### src/rtl/pipe_stage_reg_if.sv
// pipe_stage_reg_if: valid/ready handshake bundle around one pipeline stage
// master: the surrounding pipeline, which drives in_valid/in_data/in_ctrl and out_ready
// slave: the stage, which drives in_ready and out_valid/out_data/out_ctrl
interface pipe_stage_reg_if #(
    parameter int DATA_W = 32,
    parameter int CTRL_W = 8
);
    logic              in_valid;
    logic              in_ready;
    logic [DATA_W-1:0] in_data;
    logic [CTRL_W-1:0] in_ctrl;
    logic              out_valid;
    logic              out_ready;
    logic [DATA_W-1:0] out_data;
    logic [CTRL_W-1:0] out_ctrl;
    modport master (
        output in_valid, in_data, in_ctrl, out_ready,
        input  in_ready, out_valid, out_data, out_ctrl
    );
    modport slave (
        input  in_valid, in_data, in_ctrl, out_ready,
        output in_ready, out_valid, out_data, out_ctrl
    );
endinterface

### src/rtl/pipe_stage_reg.sv
// pipe_stage_reg: pipeline register stage with valid/ready handshake, flush and stall counter
// Ports: clk; rst_n (async, active-low); flush (drops held and incoming beats);
//   bus (slave side of pipe_stage_reg_if: in_* upstream, out_* downstream);
//   stall_cnt (saturating count of cycles with out_valid=1 and out_ready=0).
// Build option: define PIPE_STAGE_SKID_EN for a 2-entry skid buffer with registered in_ready.
module pipe_stage_reg #(
    parameter int DATA_W = 32,
    parameter int CTRL_W = 8,
    parameter int CNT_W  = 16
) (
    input  logic             clk,
    input  logic             rst_n,
    input  logic             flush,
    pipe_stage_reg_if.slave  bus,
    output logic [CNT_W-1:0] stall_cnt
);
`ifdef PIPE_STAGE_SKID_EN
    typedef enum logic [1:0] {EMPTY, FULL, SKID} state_t;
`else
    typedef enum logic [1:0] {EMPTY, FULL} state_t;
`endif
    state_t            state;
    logic [DATA_W-1:0] data_q;
    logic [CTRL_W-1:0] ctrl_q;
    logic              take_in;
    logic              take_out;
`ifdef PIPE_STAGE_SKID_EN
    logic [DATA_W-1:0] skid_data;
    logic [CTRL_W-1:0] skid_ctrl;
    logic              rdy_q;
    // in_ready comes straight from a flop, cutting the out_ready->in_ready path
    assign bus.in_ready = rdy_q;
`else
    assign bus.in_ready = bus.out_ready | ~bus.out_valid;
`endif
    assign bus.out_valid = state != EMPTY;
    assign bus.out_data  = data_q;
    // ctrl_q is zeroed whenever the stage empties, so out_ctrl reads zero while idle
    assign bus.out_ctrl  = ctrl_q;
    assign take_in  = bus.in_valid & bus.in_ready;
    assign take_out = bus.out_valid & bus.out_ready;
    always_ff @(posedge clk or negedge rst_n) begin
        if (!rst_n) begin
            state     <= EMPTY;
            data_q    <= '0;
            ctrl_q    <= '0;
            stall_cnt <= '0;
`ifdef PIPE_STAGE_SKID_EN
            skid_data <= '0;
            skid_ctrl <= '0;
            rdy_q     <= 1'b1;
`endif
        end else begin
            if (bus.out_valid && !bus.out_ready && !(&stall_cnt))
                stall_cnt <= stall_cnt + 1'b1;
            if (flush) begin
                state  <= EMPTY;
                ctrl_q <= '0;
`ifdef PIPE_STAGE_SKID_EN
                rdy_q  <= 1'b1;
`endif
            end else begin
                unique case (state)
                    EMPTY: if (take_in) begin
                        state  <= FULL;
                        data_q <= bus.in_data;
                        ctrl_q <= bus.in_ctrl;
                    end
                    FULL: begin
                        if (take_in && take_out) begin
                            data_q <= bus.in_data;
                            ctrl_q <= bus.in_ctrl;
                        end else if (take_out) begin
                            state  <= EMPTY;
                            ctrl_q <= '0;
                        end
`ifdef PIPE_STAGE_SKID_EN
                        else if (take_in) begin
                            state     <= SKID;
                            skid_data <= bus.in_data;
                            skid_ctrl <= bus.in_ctrl;
                            rdy_q     <= 1'b0;
                        end
`endif
                    end
`ifdef PIPE_STAGE_SKID_EN
                    SKID: if (take_out) begin
                        state  <= FULL;
                        data_q <= skid_data;
                        ctrl_q <= skid_ctrl;
                        rdy_q  <= 1'b1;
                    end
`endif
                    default: begin
                        state  <= EMPTY;
                        ctrl_q <= '0;
                    end
                endcase
            end
        end
    end
endmodule

### src/flat_wrapper.sv
// flat-port wrapper written by rule: the top's interface ports become plain ports
module pipe_stage_reg_flat 
#(
    parameter int DATA_W = 32,
    parameter int CTRL_W = 8,
    parameter int CNT_W  = 16
)
  (clk, rst_n, flush, stall_cnt, bus_in_valid, bus_in_data, bus_in_ctrl, bus_out_ready, bus_in_ready, bus_out_valid, bus_out_data, bus_out_ctrl);
  pipe_stage_reg_if #(.DATA_W(DATA_W), .CTRL_W(CTRL_W)) bus_i ();
  input  logic clk;
  input  logic rst_n;
  input  logic flush;
  output logic [CNT_W-1:0] stall_cnt;
  input wire logic [$bits(bus_i.in_valid)-1:0] bus_in_valid;
  input wire logic [$bits(bus_i.in_data)-1:0] bus_in_data;
  input wire logic [$bits(bus_i.in_ctrl)-1:0] bus_in_ctrl;
  input wire logic [$bits(bus_i.out_ready)-1:0] bus_out_ready;
  output wire logic [$bits(bus_i.in_ready)-1:0] bus_in_ready;
  output wire logic [$bits(bus_i.out_valid)-1:0] bus_out_valid;
  output wire logic [$bits(bus_i.out_data)-1:0] bus_out_data;
  output wire logic [$bits(bus_i.out_ctrl)-1:0] bus_out_ctrl;
  assign bus_i.in_valid = bus_in_valid;
  assign bus_i.in_data = bus_in_data;
  assign bus_i.in_ctrl = bus_in_ctrl;
  assign bus_i.out_ready = bus_out_ready;
  assign bus_in_ready = bus_i.in_ready;
  assign bus_out_valid = bus_i.out_valid;
  assign bus_out_data = bus_i.out_data;
  assign bus_out_ctrl = bus_i.out_ctrl;
  pipe_stage_reg #(.DATA_W(DATA_W), .CTRL_W(CTRL_W), .CNT_W(CNT_W)) u_core (.clk(clk), .rst_n(rst_n), .flush(flush), .bus(bus_i), .stall_cnt(stall_cnt));
endmodule
### config.mk
export PLATFORM = sky130hd
export DESIGN_NAME = pipe_stage_reg_flat
export DESIGN_NICKNAME = d
export VERILOG_FILES = /design/src/rtl/pipe_stage_reg_if.sv /design/src/rtl/pipe_stage_reg.sv /design/src/flat_wrapper.sv
export SDC_FILE = /design/constraint.sdc
export NUM_CORES = 1
export LEC_CHECK = 0
export BUFFER_PORTS_ARGS = -buffer_cell sky130_fd_sc_hd__buf_4
export CORE_AREA = 2 2 75 77
export DETAILED_ROUTE_END_ITERATION = 16
export DIE_AREA = 0 0 77 79
export PLACE_DENSITY = 0.76
export SLEW_MARGIN = 20
export SYNTH_ARGS = -nofsm -noshare
export SYNTH_HDL_FRONTEND = slang
export SYNTH_SLANG_ARGS = --single-unit
export TNS_END_PERCENT = 5
### constraint.sdc
create_clock -name clk -period 2.1 [get_ports clk]
set_clock_uncertainty 0.1 [all_clocks]
set_input_delay 0.21 -clock clk [delete_from_list [all_inputs] [get_ports clk]]
set_output_delay 0.21 -clock clk [all_outputs]
set_load 0.1 [all_outputs]
-- Word-level counts from Yosys, hierarchy flattened
Cells that the tools add are included.
- register bits: 58
- input port bits: 45
- output and inout bits: 58
- logic and storage cells: 42
- add/sub/neg operators: 1
- equal/unequal tests: 7
- multiplexer cells: 13
- bitwise gates (word level): 5
- reduce and logical (&&, ||, !) cells: 12
- operator list (kind ; number):
    $mux 32 ; 2
    $pmux 32 s2 ; 1
    $mux 8 ; 4
    $add 16x1->16 const B ; 1
    $pmux 8 s2 ; 1
    $reduce_and 16->1 ; 1
    $mux 2 ; 4
    $ne 3x2->1 const B ; 2
    $ne 2x1->1 const B ; 2
    $ne 4x2->1 const B ; 1
    $pmux 2 s2 ; 1
    $reduce_and 4->1 ; 1
    $reduce_bool 2->1 ; 2
    $logic_and 1x1->1 ; 3
    $ne 3x3->1 const B ; 1
    $reduce_and 3->1 ; 1
    $and 1x1->1 ; 2
    $eq 2x1->1 const B ; 1
    $logic_not 1->1 ; 2
    $logic_not 2->1 ; 1
    $not 1->1 ; 2
    $reduce_and 2->1 ; 1
    $or 1x1->1 ; 1

-- Depth between registers and ports, before layout
- word-level depth: 8
- mapped depth: 7
- depth with buffers taken out: 6

-- Worst setup path before layout
No wires, ideal clock.
- path type: register -> register
- start point: register u_core.stall_cnt[0]
- end point: register u_core.stall_cnt[10]
- arrival time: 2127 ps
- path slack: -292 ps
- cell stages (with the launch flop): 7
- buffers on the path: 0
- period minus slack after synthesis: 2392 ps
- cell sequence: dfrtp_1 -> ha_1 -> nand2_1 -> nor2_1 -> nand4_1 -> nor2_1 -> xor2_1
- longest elaborated chain between the ends: 3
- elaborated cells on any way between the ends: 4
- ends and longest elaborated chain (item ; RTL line ; RTL):
    from (decl) ; pipe_stage_reg.sv:15 ; output logic [CNT_W-1:0] stall_cnt
    from (signal assigned) ; pipe_stage_reg.sv:55 ; stall_cnt <= stall_cnt + 1'b1;
    parallel branches: the longest is 3 deep, another holds $add 16x1->16 ; - ;
Parallel ways; which one is timed is not known.
A chain may end at the register's enable or synchronous reset.

-- Final worst setup path
- start point: register u_core.state[0]
- end point: output port bus_in_ready
- longest elaborated chain between the ends: 3
- ends and longest elaborated chain (item ; RTL line ; RTL):
    from (decl) ; pipe_stage_reg.sv:22 ; state_t state;
    from (signal assigned) ; pipe_stage_reg.sv:44 ; state <= EMPTY;
    from (signal assigned) ; pipe_stage_reg.sv:57 ; state <= EMPTY;
    from (signal assigned) ; pipe_stage_reg.sv:65 ; state <= FULL;
    $reduce_bool 2->1 ; pipe_stage_reg.sv:36 ; assign bus.out_valid = state != EMPTY;
    $not 1->1 ; pipe_stage_reg.sv:34 ; assign bus.in_ready = bus.out_ready | ~bus.out_valid;
    $or 1x1->1 ; pipe_stage_reg.sv:34 ;
    to (decl) ; flat_wrapper.sv:18 ; output wire logic [$bits(bus_i.in_ready)-1:0] bus_in_ready;
No other way between the ends.

==> key figures <==
Route
  – DRC violation count after routing: 0
  – Drt pass-1 iters: 4
  – DRT iter0 DRCs: 73
  – DR WL/cell: 14.0 microns
  – DR vias/cell: 4.87
  – Vias: 1734
  – Final WL: 4970 microns
  – Antenna-violating nets left: 0

Cells and area
  – Multi-input logic area: 847 sq um
  – P&R area growth vs syn: 49.5%
  – Share of cells above drive strength 1: 61.3%
  – Final Instance Area: 3470 sq um
  – Register Area: 1440 sq um
  – Finished Layout Cells: 356
  – Final Net Count: 325
  – Final core utilization: 65.1%
  – Ant diodes: 0
  – Most frequent cells in the layout: buf_4 (103), dfrtp_1 (45), mux2_2 (32)
  – Filler Cell Count: 427
  – Commonest non-fill, non-tap cell in the layout: buf_4

Global routing
  – Initial antenna violation count: 0
  – Largest net degree at the start of global routing: 58
  – Grt total ovfl: 0
  – First-pass GRT wire length: 8130 microns
  – Vias in the first global route: 1719
  – Total track usage: 17.3%

Synthesis
  – Post-Syn Area: 2320 sq um
  – Synth Instances: 159
  – Number of distinct library cells after synthesis: 29
  – Area share of the leading cell type in the synthesized netlist: 61.4%
  – Post-synthesis compound-gate area fraction: 5.98%
  – Area contributors post-synth: dfrtp_1 (61%), mux2_2 (16%), a22o_1 (3.0%)
  – Post-Synth XOR/XNOR Area: 4.90%
  – Register area share after synthesis: 61.4%
  – Post-synthesis mux area share: 16.0%
  – Synth Net Count: 205
  – Warnings, synthesis: 0
  – Synth area leader: dfrtp_1
  – Simple-Gate Fraction of Synth Area: 9.05%
  – Syn Area/Cell: 14.6 sq um
  – Adder-cell share of the synthesized area: 0.539%
  – Main combinational cell family by area after synthesis: multiplexers
  – Seq cells post-synth: 57

Setup path
  – Crit path max fanout: 8
  – Nature of the critical path endpoint: output pin
  – Worst Path Arrival: 1490 ps
  – Worst R2R Setup Slack: 320 ps
  – Required @ worst endpoint: 1790 ps
  – CP Cell Sequence: nor2b_2 -> inv_6 -> buf_4
  – Crit Path Class: register to output pin
  – Max stage delay on crit path: 470 ps
  – Worst path slowest cell: nor2b_2
  – Setup crit start kind: register

Power
  – P_int: 2.25 mW
  – Maximum vdd drop: 1.29 mV
  – Comb pwr share: 44.3%
  – Switching pwr: 1.96 mW
  – P per Cell Area: 1210 nW/um^2
  – Leakage: 1.67 nW
  – Clock power share: 22.6%
  – Sw Share: 46.5%
  – Sequential share of power: 33.1%

Place
  – IO Port Bufs: 102
  – DP Wirelength: 3450 microns
  – Placed standard-cell area: 3180 sq um
  – Pre-CTS WS: 319 ps
  – GPL Wtd Cong: 0.689
  – Inst Count DP: 330

Timing
  – Final hold slack: 15.1 ps
  – Tcrit/Tclk final: 85.6%
  – Rel. slew slack: 53.7%
  – Slew @ Worst Pin: 694 ps
  – Min cycle time layout: 1800 ps
  – PnR worst setup slack: 303 ps
  – Max Slew Vio Count: 0
  – Hold Vio Cnt, Final: 0
  – Setup violations, final: 0
  – RSZ-0062 raised after global routing: no
  – Fmax: 556 MHz

Clock network
  – CTS Root Buffer Type: clkbuf_8
  – CTS tree: done
  – Max clock buf depth: 2
  – CTS Buf Count: 9
  – Worst skew pair latency: 320 ps
  – H-tree depth: 3
  – Sink Count: 57
  – Clock transition at the registers of the reported paths: 60 ps

Worst hold path
  – Worst hold path type: input port to register

Die
  – Ports: 103
  – Core ar.: 5340 sq um
  – Rows: 27
  – Initial Utilization: 43.5%
  – Die Ht: 79 microns
  – Die area: 6080 sq um
  – Die Wd: 77 microns

Outcome
  – Status: finished, final reports clean

Job
  – Max cap viols: 0
power by group through the flow:
stage	clock [mW]	sequential (mW)	combinational, mW
2_1_floorplan	0	2.61	0.232
3_3_place_gp	0	1.40	1.85
3_5_place_dp	0	1.41	1.86
4_1_cts	0.980	1.39	1.87
5_1_grt	1.03	1.42	1.92
6_report	0.951	1.39	1.86
area by class of cell:
class                   instances  share of cell area (%)
clock buffers                  14                    5.26
clock inverters                 2                   0.288
inverters                       1                   0.252
multi-input cells              96                    24.4
flip-flops and latches         57                    41.5
well taps                      72                    2.59
repair buffers                114                    25.7
metrics by stage:
stage | total power [mW] | TNS, ps
2_1_floorplan | 2.84 | -0.856
3_3_place_gp | 3.25 | 0
3_5_place_dp | 3.27 | 0
4_1_cts | 4.25 | 0
5_1_grt | 4.38 | 0
6_report | 4.21 | 0
synth_stat cells:
| cell | instances |
|---|---|
| dfrtp_1 | 57 |
| mux2_2 | 32 |
| nor2_1 | 11 |
| a22o_1 | 8 |
| nand4_1 | 7 |
| xnor2_1 | 7 |
| xor2_1 | 6 |
| nand2_1 | 5 |
| buf_4 | 4 |
| a21oi_1 | 3 |
| a31oi_1 | 1 |
| a31oi_4 | 1 |
| and2b_1 | 1 |
| and3_1 | 1 |
| and3_2 | 1 |
| buf_6 | 1 |
| ha_1 | 1 |
| inv_6 | 1 |
| mux2_1 | 1 |
| nand3_1 | 1 |
| nand3_2 | 1 |
| nand4_2 | 1 |
| nor2b_2 | 1 |
| nor3_1 | 1 |
| nor3_4 | 1 |
| nor3b_4 | 1 |
| o211a_4 | 1 |
| o21ai_2 | 1 |
| or2_4 | 1 |
routing by layer:
metal	vias to the layer above	track usage (%)	share of wire [%]
met3	6	6.14	7.6
met4	0	6.96	0.91
li1	812	-	-
met2	67	28.2	49
met5	-	0	0
met1	849	21.2	43
registers in the layout, summed over array words and instances, names as in the netlist:
name / cells
u_core.bus.out_data: 32
u_core.stall_cnt: 16
u_core.bus.out_ctrl: 8
u_core.state: 1
path summary, 6_finish.rpt:
path,startpoint,endpoint,cells after the start
worst max-delay path,u_core.state[0],bus_in_ready,3
worst min-delay path,bus_in_data[8],u_core.bus.out_data[8],2
worst max register to register,u_core.stall_cnt[0],u_core.stall_cnt[1],5
worst min register to register,u_core.bus.out_ctrl[5],u_core.bus.out_ctrl[5],1
max in group asynchronous,rst_n,u_core.stall_cnt[2],2
min in group asynchronous,rst_n,u_core.stall_cnt[13],2
critical path, delay by kind of cell, from the launching register on:
kind                   cells  cell delay, ps
and+or+nand+nor            1             470
DFF                        1             360
buffers and inverters      2             330
timing repair:
action | in CTS | in global routing
gates resized for setup | 0 | 0
hold endpoints to repair | 65 | 1
buffers inserted | 0 | 0
hold buffers | 9 | 1
cell families (layout without fill, tap and decap cells):
group	after synthesis	count (layout)
buffers and inverters	6	131
adders and majority gates	1	1
xor gates and xnor gates	13	13
and+or+nand+nor	34	34
AOI/OAI and AO/OA	15	15
muxes	33	33
DFF	57	57
Power figures use the tool's default switching activity.
